## config.mk

```make
export PLATFORM = sky130hd
export DESIGN_NAME = multi_request_unit
export DESIGN_NICKNAME = d
export VERILOG_FILES = /design/src/rtl/request_pkg.sv /design/src/rtl/rr_arbiter.sv /design/src/rtl/multi_request_unit.sv
export SDC_FILE = /design/constraint.sdc
export NUM_CORES = 1
export LEC_CHECK = 0
export ABC_CLOCK_PERIOD_IN_PS = 1800
export CAP_MARGIN = 20
export CORE_MARGIN = 1.5
export CORE_UTILIZATION = 40
export DETAILED_ROUTE_END_ITERATION = 6
export DONT_BUFFER_PORTS = 1
export MAX_ROUTING_LAYER = met4
export PLACE_DENSITY = 0.52
export SLEW_MARGIN = 40
export SYNTH_ARGS = -nofsm -noshare
export SYNTH_HDL_FRONTEND = slang
export SYNTH_SLANG_ARGS = --single-unit
```

## constraint.sdc

```tcl
create_clock -name CLK -period 1.8 [get_ports CLK]
set_clock_uncertainty 0.15 [all_clocks]
set_input_delay 0.09 -clock CLK [delete_from_list [all_inputs] [get_ports CLK]]
set_output_delay 0.09 -clock CLK [all_outputs]
set_load 0.01 [all_outputs]
```

## src/rtl/request_pkg.sv

```systemverilog
//==============================================================================
// Module  : request_pkg
// Brief   : Shared types and helpers for the multi-channel request unit.
// Revision: 1.0
//==============================================================================
`default_nettype none

package request_pkg;

    localparam int MAX_CH = 8;
    localparam int IDX_W  = 3;

    typedef enum logic [1:0] {
        ST_IDLE   = 2'd0,
        ST_REQ    = 2'd1,
        ST_HALTED = 2'd2
    } state_e;

    typedef enum logic {
        REQ_READ  = 1'b0,
        REQ_WRITE = 1'b1
    } req_type_e;

    // One-hot to binary index; callers zero-extend narrower vectors to MAX_CH.
    function automatic logic [IDX_W-1:0] oh2idx(input logic [MAX_CH-1:0] i_oh);
        logic [IDX_W-1:0] w_idx;
        w_idx = '0;
        for (int i = 0; i < MAX_CH; i++) begin
            if (i_oh[i]) w_idx = IDX_W'(i);
        end
        return w_idx;
    endfunction

endpackage

`default_nettype wire

```

## src/rtl/rr_arbiter.sv

```systemverilog
//==============================================================================
// Module  : rr_arbiter
// Brief   : Combinational round-robin pick of one pending channel, searching
//           upward from the pointer and wrapping to channel 0.
// Revision: 1.0
//==============================================================================
`default_nettype none

module rr_arbiter
    import request_pkg::*;
#(
    parameter int NCH = 2
) (
    input  logic [NCH-1:0]   i_pend,
    input  logic [IDX_W-1:0] i_ptr,
    output logic [NCH-1:0]   o_grant
);

    logic [NCH-1:0] w_mask;
    logic [NCH-1:0] w_hi;
    logic [NCH-1:0] w_src;

    always_comb begin
        w_mask = '0;
        for (int i = 0; i < NCH; i++) begin
            w_mask[i] = (IDX_W'(i) >= i_ptr);
        end
    end

    // Prefer channels at or above the pointer; otherwise wrap to the bottom.
    assign w_hi    = i_pend & w_mask;
    assign w_src   = (|w_hi) ? w_hi : i_pend;
    assign o_grant = w_src & (~w_src + NCH'(1));

endmodule

`default_nettype wire

```

## src/rtl/multi_request_unit.sv

```systemverilog
//==============================================================================
// Module  : multi_request_unit
// Brief   : Arbitrates per-channel data read/write requests onto a single
//           memory port; optional abort-on-timeout via REQ_TIMEOUT_EN.
// Revision: 1.0
//==============================================================================
`default_nettype none

module multi_request_unit
    import request_pkg::*;
#(
    parameter int NCH     = 2,
    parameter int TMO_CYC = 255,
    parameter int CNT_W   = 8
) (
    input  logic           CLK,
    input  logic           nRST,
    input  logic [NCH-1:0] ren,
    input  logic [NCH-1:0] wen,
    input  logic           halt,
    input  logic           dhit,
    output logic           imemREN,
    output logic           dmemREN,
    output logic           dmemWEN,
    output logic [NCH-1:0] grant,
    output logic [NCH-1:0] done,
    output logic           busy,
    output logic           tmo_err
);

    localparam logic [CNT_W-1:0] c_cnt_max  = '1;
    localparam logic [CNT_W-1:0] c_tmo_last = CNT_W'(TMO_CYC - 1);

    state_e           r_state;
    logic [NCH-1:0]   r_pend;
    req_type_e        r_type [NCH];
    logic [NCH-1:0]   r_grant;
    logic [IDX_W-1:0] r_ptr;
    logic [CNT_W-1:0] r_cnt;
    logic             r_dren;
    logic             r_dwen;
    logic             r_halt_pend;
    logic             r_tmo_err;

    logic             w_in_req;
    logic [NCH-1:0]   w_done;
    logic             w_tmo;
    logic             w_finish;
    logic             w_halt_now;
    logic [NCH-1:0]   w_arb_pend;
    logic [NCH-1:0]   w_arb_grant;
    logic             w_any;
    req_type_e        w_sel_type;
    logic [IDX_W-1:0] w_sel_idx;
    logic [IDX_W-1:0] w_nxt_ptr;
    logic             w_launch;
    logic [NCH-1:0]   w_req_new;
    logic [NCH-1:0]   w_clr;

    assign w_in_req   = (r_state == ST_REQ);
    assign w_done     = w_in_req ? (r_grant & {NCH{dhit}}) : '0;
    assign w_halt_now = halt | r_halt_pend;

`ifdef REQ_TIMEOUT_EN
    // Abort on the edge where the wait counter would reach TMO_CYC.
    assign w_tmo = w_in_req & ~dhit & (r_cnt == c_tmo_last);
`else
    assign w_tmo = 1'b0;
`endif

    assign w_finish = w_in_req & (dhit | w_tmo);
    assign w_clr    = w_finish ? r_grant : '0;

    // The current owner is masked so a completing request never re-wins.
    assign w_arb_pend = w_in_req ? (r_pend & ~r_grant) : r_pend;
    assign w_any      = |w_arb_pend;

    rr_arbiter #(
        .NCH (NCH)
    ) u_rr_arbiter (
        .i_pend  (w_arb_pend),
        .i_ptr   (r_ptr),
        .o_grant (w_arb_grant)
    );

    always_comb begin
        w_sel_type = REQ_READ;
        for (int i = 0; i < NCH; i++) begin
            if (w_arb_grant[i]) w_sel_type = r_type[i];
        end
    end

    assign w_sel_idx = oh2idx(MAX_CH'(w_arb_grant));
    assign w_nxt_ptr = (w_sel_idx == IDX_W'(NCH - 1)) ? '0 : (w_sel_idx + IDX_W'(1));

    assign w_launch  = ~w_halt_now & w_any & ((r_state == ST_IDLE) | w_finish);
    assign w_req_new = (ren | wen) & ~r_pend & ~w_done & {NCH{r_state != ST_HALTED}};

    always_ff @(posedge CLK) begin
        if (!nRST) begin
            r_state     <= ST_IDLE;
            r_pend      <= '0;
            r_grant     <= '0;
            r_ptr       <= '0;
            r_cnt       <= '0;
            r_dren      <= 1'b0;
            r_dwen      <= 1'b0;
            r_halt_pend <= 1'b0;
            r_tmo_err   <= 1'b0;
            for (int i = 0; i < NCH; i++) begin
                r_type[i] <= REQ_READ;
            end
        end else begin
            r_pend <= (r_pend & ~w_clr) | w_req_new;
            for (int i = 0; i < NCH; i++) begin
                if (w_req_new[i]) r_type[i] <= wen[i] ? REQ_WRITE : REQ_READ;
            end

            if (w_in_req && halt) r_halt_pend <= 1'b1;
            if (w_tmo)            r_tmo_err   <= 1'b1;

            if (w_launch) begin
                r_state <= ST_REQ;
                r_grant <= w_arb_grant;
                r_dren  <= (w_sel_type == REQ_READ);
                r_dwen  <= (w_sel_type == REQ_WRITE);
                r_ptr   <= w_nxt_ptr;
                r_cnt   <= '0;
            end else if (w_finish || ((r_state == ST_IDLE) && w_halt_now)) begin
                r_state <= w_halt_now ? ST_HALTED : ST_IDLE;
                r_grant <= '0;
                r_dren  <= 1'b0;
                r_dwen  <= 1'b0;
            end else if (w_in_req && (r_cnt != c_cnt_max)) begin
                r_cnt   <= r_cnt + CNT_W'(1);
            end
        end
    end

    assign imemREN = (r_state != ST_HALTED);
    assign dmemREN = r_dren;
    assign dmemWEN = r_dwen;
    assign grant   = r_grant;
    // A reset cycle never reports completion.
    assign done    = w_done & {NCH{nRST}};
    assign busy    = w_in_req;
    assign tmo_err = r_tmo_err;

endmodule

`default_nettype wire

```

==> out/summary.txt <==
status -> finished clean
WHS Path Cells -> 4
final worst path period share -> 95.2%
maxcap violations -> 0
Cell Area, Synth -> 641 sq um
# IOs -> 17
dominant synthesized flop cell -> dfxtp_1
Critical Path RT -> 1.87 ns
number of synthesized register bits -> 12
VDD IR max -> 0.000450 V
power per cell area -> 793 nW/um^2
Hold EP -> grant[0]
number of buffers created by CTS -> 3
Root Buffer -> clkbuf_4
crit path max fanout -> 6
crit path kind -> flip-flop to flip-flop
Final Hold Violating Endpoints -> 0
most common cell in the netlist -> nor2_1
WL final -> 1.47 mm
Leak -> 0.335 nW
r2r endpoint -> r_ptr[0]
crit path cell chain -> buf_4 > or4_4 > or3_4 > a21oi_2
mean post-synth cell area -> 8.54 sq um
Placer Congestion -> 0.844
crit path capture type -> flip-flop
synthesis-to-finish area growth -> 22.1%
register area share after synthesis -> 40.6%
wire per inst -> 14.3 um
initial drt markers -> 17
R2R Setup Slk -> 0.09 ns
initial antenna violation count -> 0
setup bufs post-CTS -> 0
vias in the first global route -> 590
Multi-input gate area -> 355 sq um
largest area contributor in the netlist -> dfxtp_1
Post-synth EDFFs -> 2
# diodes -> 0
Period minus WS final -> 1.71 ns
fin nets -> 96
Die W -> 43.0 um
vias -> 584
Chip Height -> 43.0 um
Setup crit start kind -> flip-flop
Antenna Violating Nets Remaining -> 0
Port Buffers -> 0
Synth async-reset ratio -> 0%
syn_nets -> 83
crit-path max cell delay -> 0.51 ns
r2r worst-path depth -> 4
H-tree depth -> 1
Initial Util -> 42.5%
unrepaired setup endpoints after global routing -> no
synth top area cells -> dfxtp_1 31%, edfxtp_1 9.4%, nor2_1 7.0%, a21oi_1 3.9%, inv_1 3.5%
worst hold margin -> 0.0203 ns
CTS clk-pin slew, worst paths -> 0.08 ns
GRT Overall Usage -> 19.2%
latest clock arrival within the worst-skew pair -> 0.27 ns
layout cells sized above 1 -> 21.8%
area share of the leading cell type in the synthesized netlist -> 31.3%
Fmax achieved -> 0.584 GHz
Hold Crit Class -> input pin to flip-flop
full die area -> 1850 sq um
Via-to-Cell Ratio -> 5.67
# rows -> 14
Reg area -> 265 sq um
Final Setup Violations -> 0
delay-heaviest family, CP -> simple AND/OR/NAND/NOR gates
clock sink total -> 12
Post-synth top cells -> 12 x nor2_1, 10 x dfxtp_1, 6 x inv_1, 5 x a21oi_1
TritonCTS clock tree -> done
Syn. warnings -> 0
DRC errors left -> 0
first-pass GRT wire length -> 2.48 mm
setup_tns -> 0 ns
Post-Syn Instances -> 75
Core Box Area -> 1510 sq um
iteration count of the initial detailed-routing pass -> 4
Max Slew Vio Count -> 0
RR Startpoint -> r_state[1]
# fillers -> 160
Bufs and invs on worst path -> 1
GRT overflow -> 0
CP arrival -> 1.78 ns
largest net degree at the start of global routing -> 9
HP Start -> halt
Yosys cell types -> 32
slowest library cell on the worst path -> or4_4
clk buf depth -> 2
routing by layer:
| layer | global-route usage [%] | wire length, um |
|---|---|---|
| met3 | 4.26 | 82 |
| met4 | 12.7 | 15 |
| met1 | 25.3 | 682 |
| met5 | - | 0 |
| met2 | 26.1 | 688 |
flip-flops by register name, indices dropped and copies added, names as in the netlist:
register / flops
r_ptr: 1
r_halt_pend: 1
dmemWEN: 1
r_state: 2
r_type: 2
r_pend: 2
grant: 2
dmemREN: 1
metrics by stage:
stage	cells	area [sq um]	util (%)	setup WS, ns	power, mW
2_1_floorplan	75	641	-	0.153	0.400
3_3_place_gp	92	671	44.5	0.00271	0.424
3_5_place_dp	92	671	44.5	0.0577	0.423
4_1_cts	103	767	50.9	0.0267	0.624
5_1_grt	103	782	51.9	0.0176	0.660
6_report	103	782	51.9	0.0872	0.620
how the worst max path moves through the flow:
stage | slack, ns | from | end | cells after the start
after floorplan | 0.15 | r_state[1] | dmemWEN | 4
after CTS | 0.03 | r_state[0] | r_pend[0] | 5
after global routing | 0.02 | r_state[0] | r_pend[0] | 5
after detailed placement | 0.06 | r_state[1] | r_ptr[0] | 4
after global placement | 0.003 | r_state[1] | r_type[0][0] | 4
final | 0.09 | r_state[1] | r_ptr[0] | 4
placed cells by master, fill, tap and decap left out, drive strengths merged:
cell type and count:
dlygate4sd3 7, o2bb2ai 1, a221oi 1, clkbuf 4, nand3 2, nand3b 1, inv 6, o311a 1
a2111oi 2, conb 1, a21o 1, buf 3, nand2b 2, o211ai 1, dfxtp 10, a32o 2
edfxtp 2, nor2b 1, or2b 1, nor4 1, nor2 12, and3b 2, o211a 1, and3 3
nand2 4, or4 1, nor3 1, o21ai 4, or3 2, and2b 2, a21oi 5
power breakdown:
part | internal (mW) | switching (mW)
Sequential | 0.296 | 0.0197
Combinational | 0.0636 | 0.0627
Clock | 0.0858 | 0.0927
Total | 0.445 | 0.175
final cells by class:
cell class | count | share of cell area [%]
clock buffers | 4 | 3.36
inverters | 6 | 2.88
multi-input cells | 55 | 45.4
flip-flops and latches | 12 | 33.9
well taps | 16 | 2.56
repair buffers | 10 | 11.8
what timing repair did:
| action | in CTS | in global routing |
|---|---|---|
| setup endpoints to repair | 0 | 7 |
| resized for setup | 0 | 7 |
| hold buffers | 7 | 0 |
| endpoints found under the hold margin | 14 | 0 |
worst min-delay path: stages:
cell	delay (ns)
nor4_1	0.03
buf_4	0.14
nand3_1	0.08
a21oi_1	0.06
cells by family (layout without fill, tap and decap cells):
kind of cell	Yosys count	count (layout)	share of synthesized area (%)
buf+inv	8	20	5.47
simple gates	35	35	31.1
other cells	1	1	0.585
compound gates	19	19	22.3
flops	12	12	40.6
(Power assumes the default switching activity.)
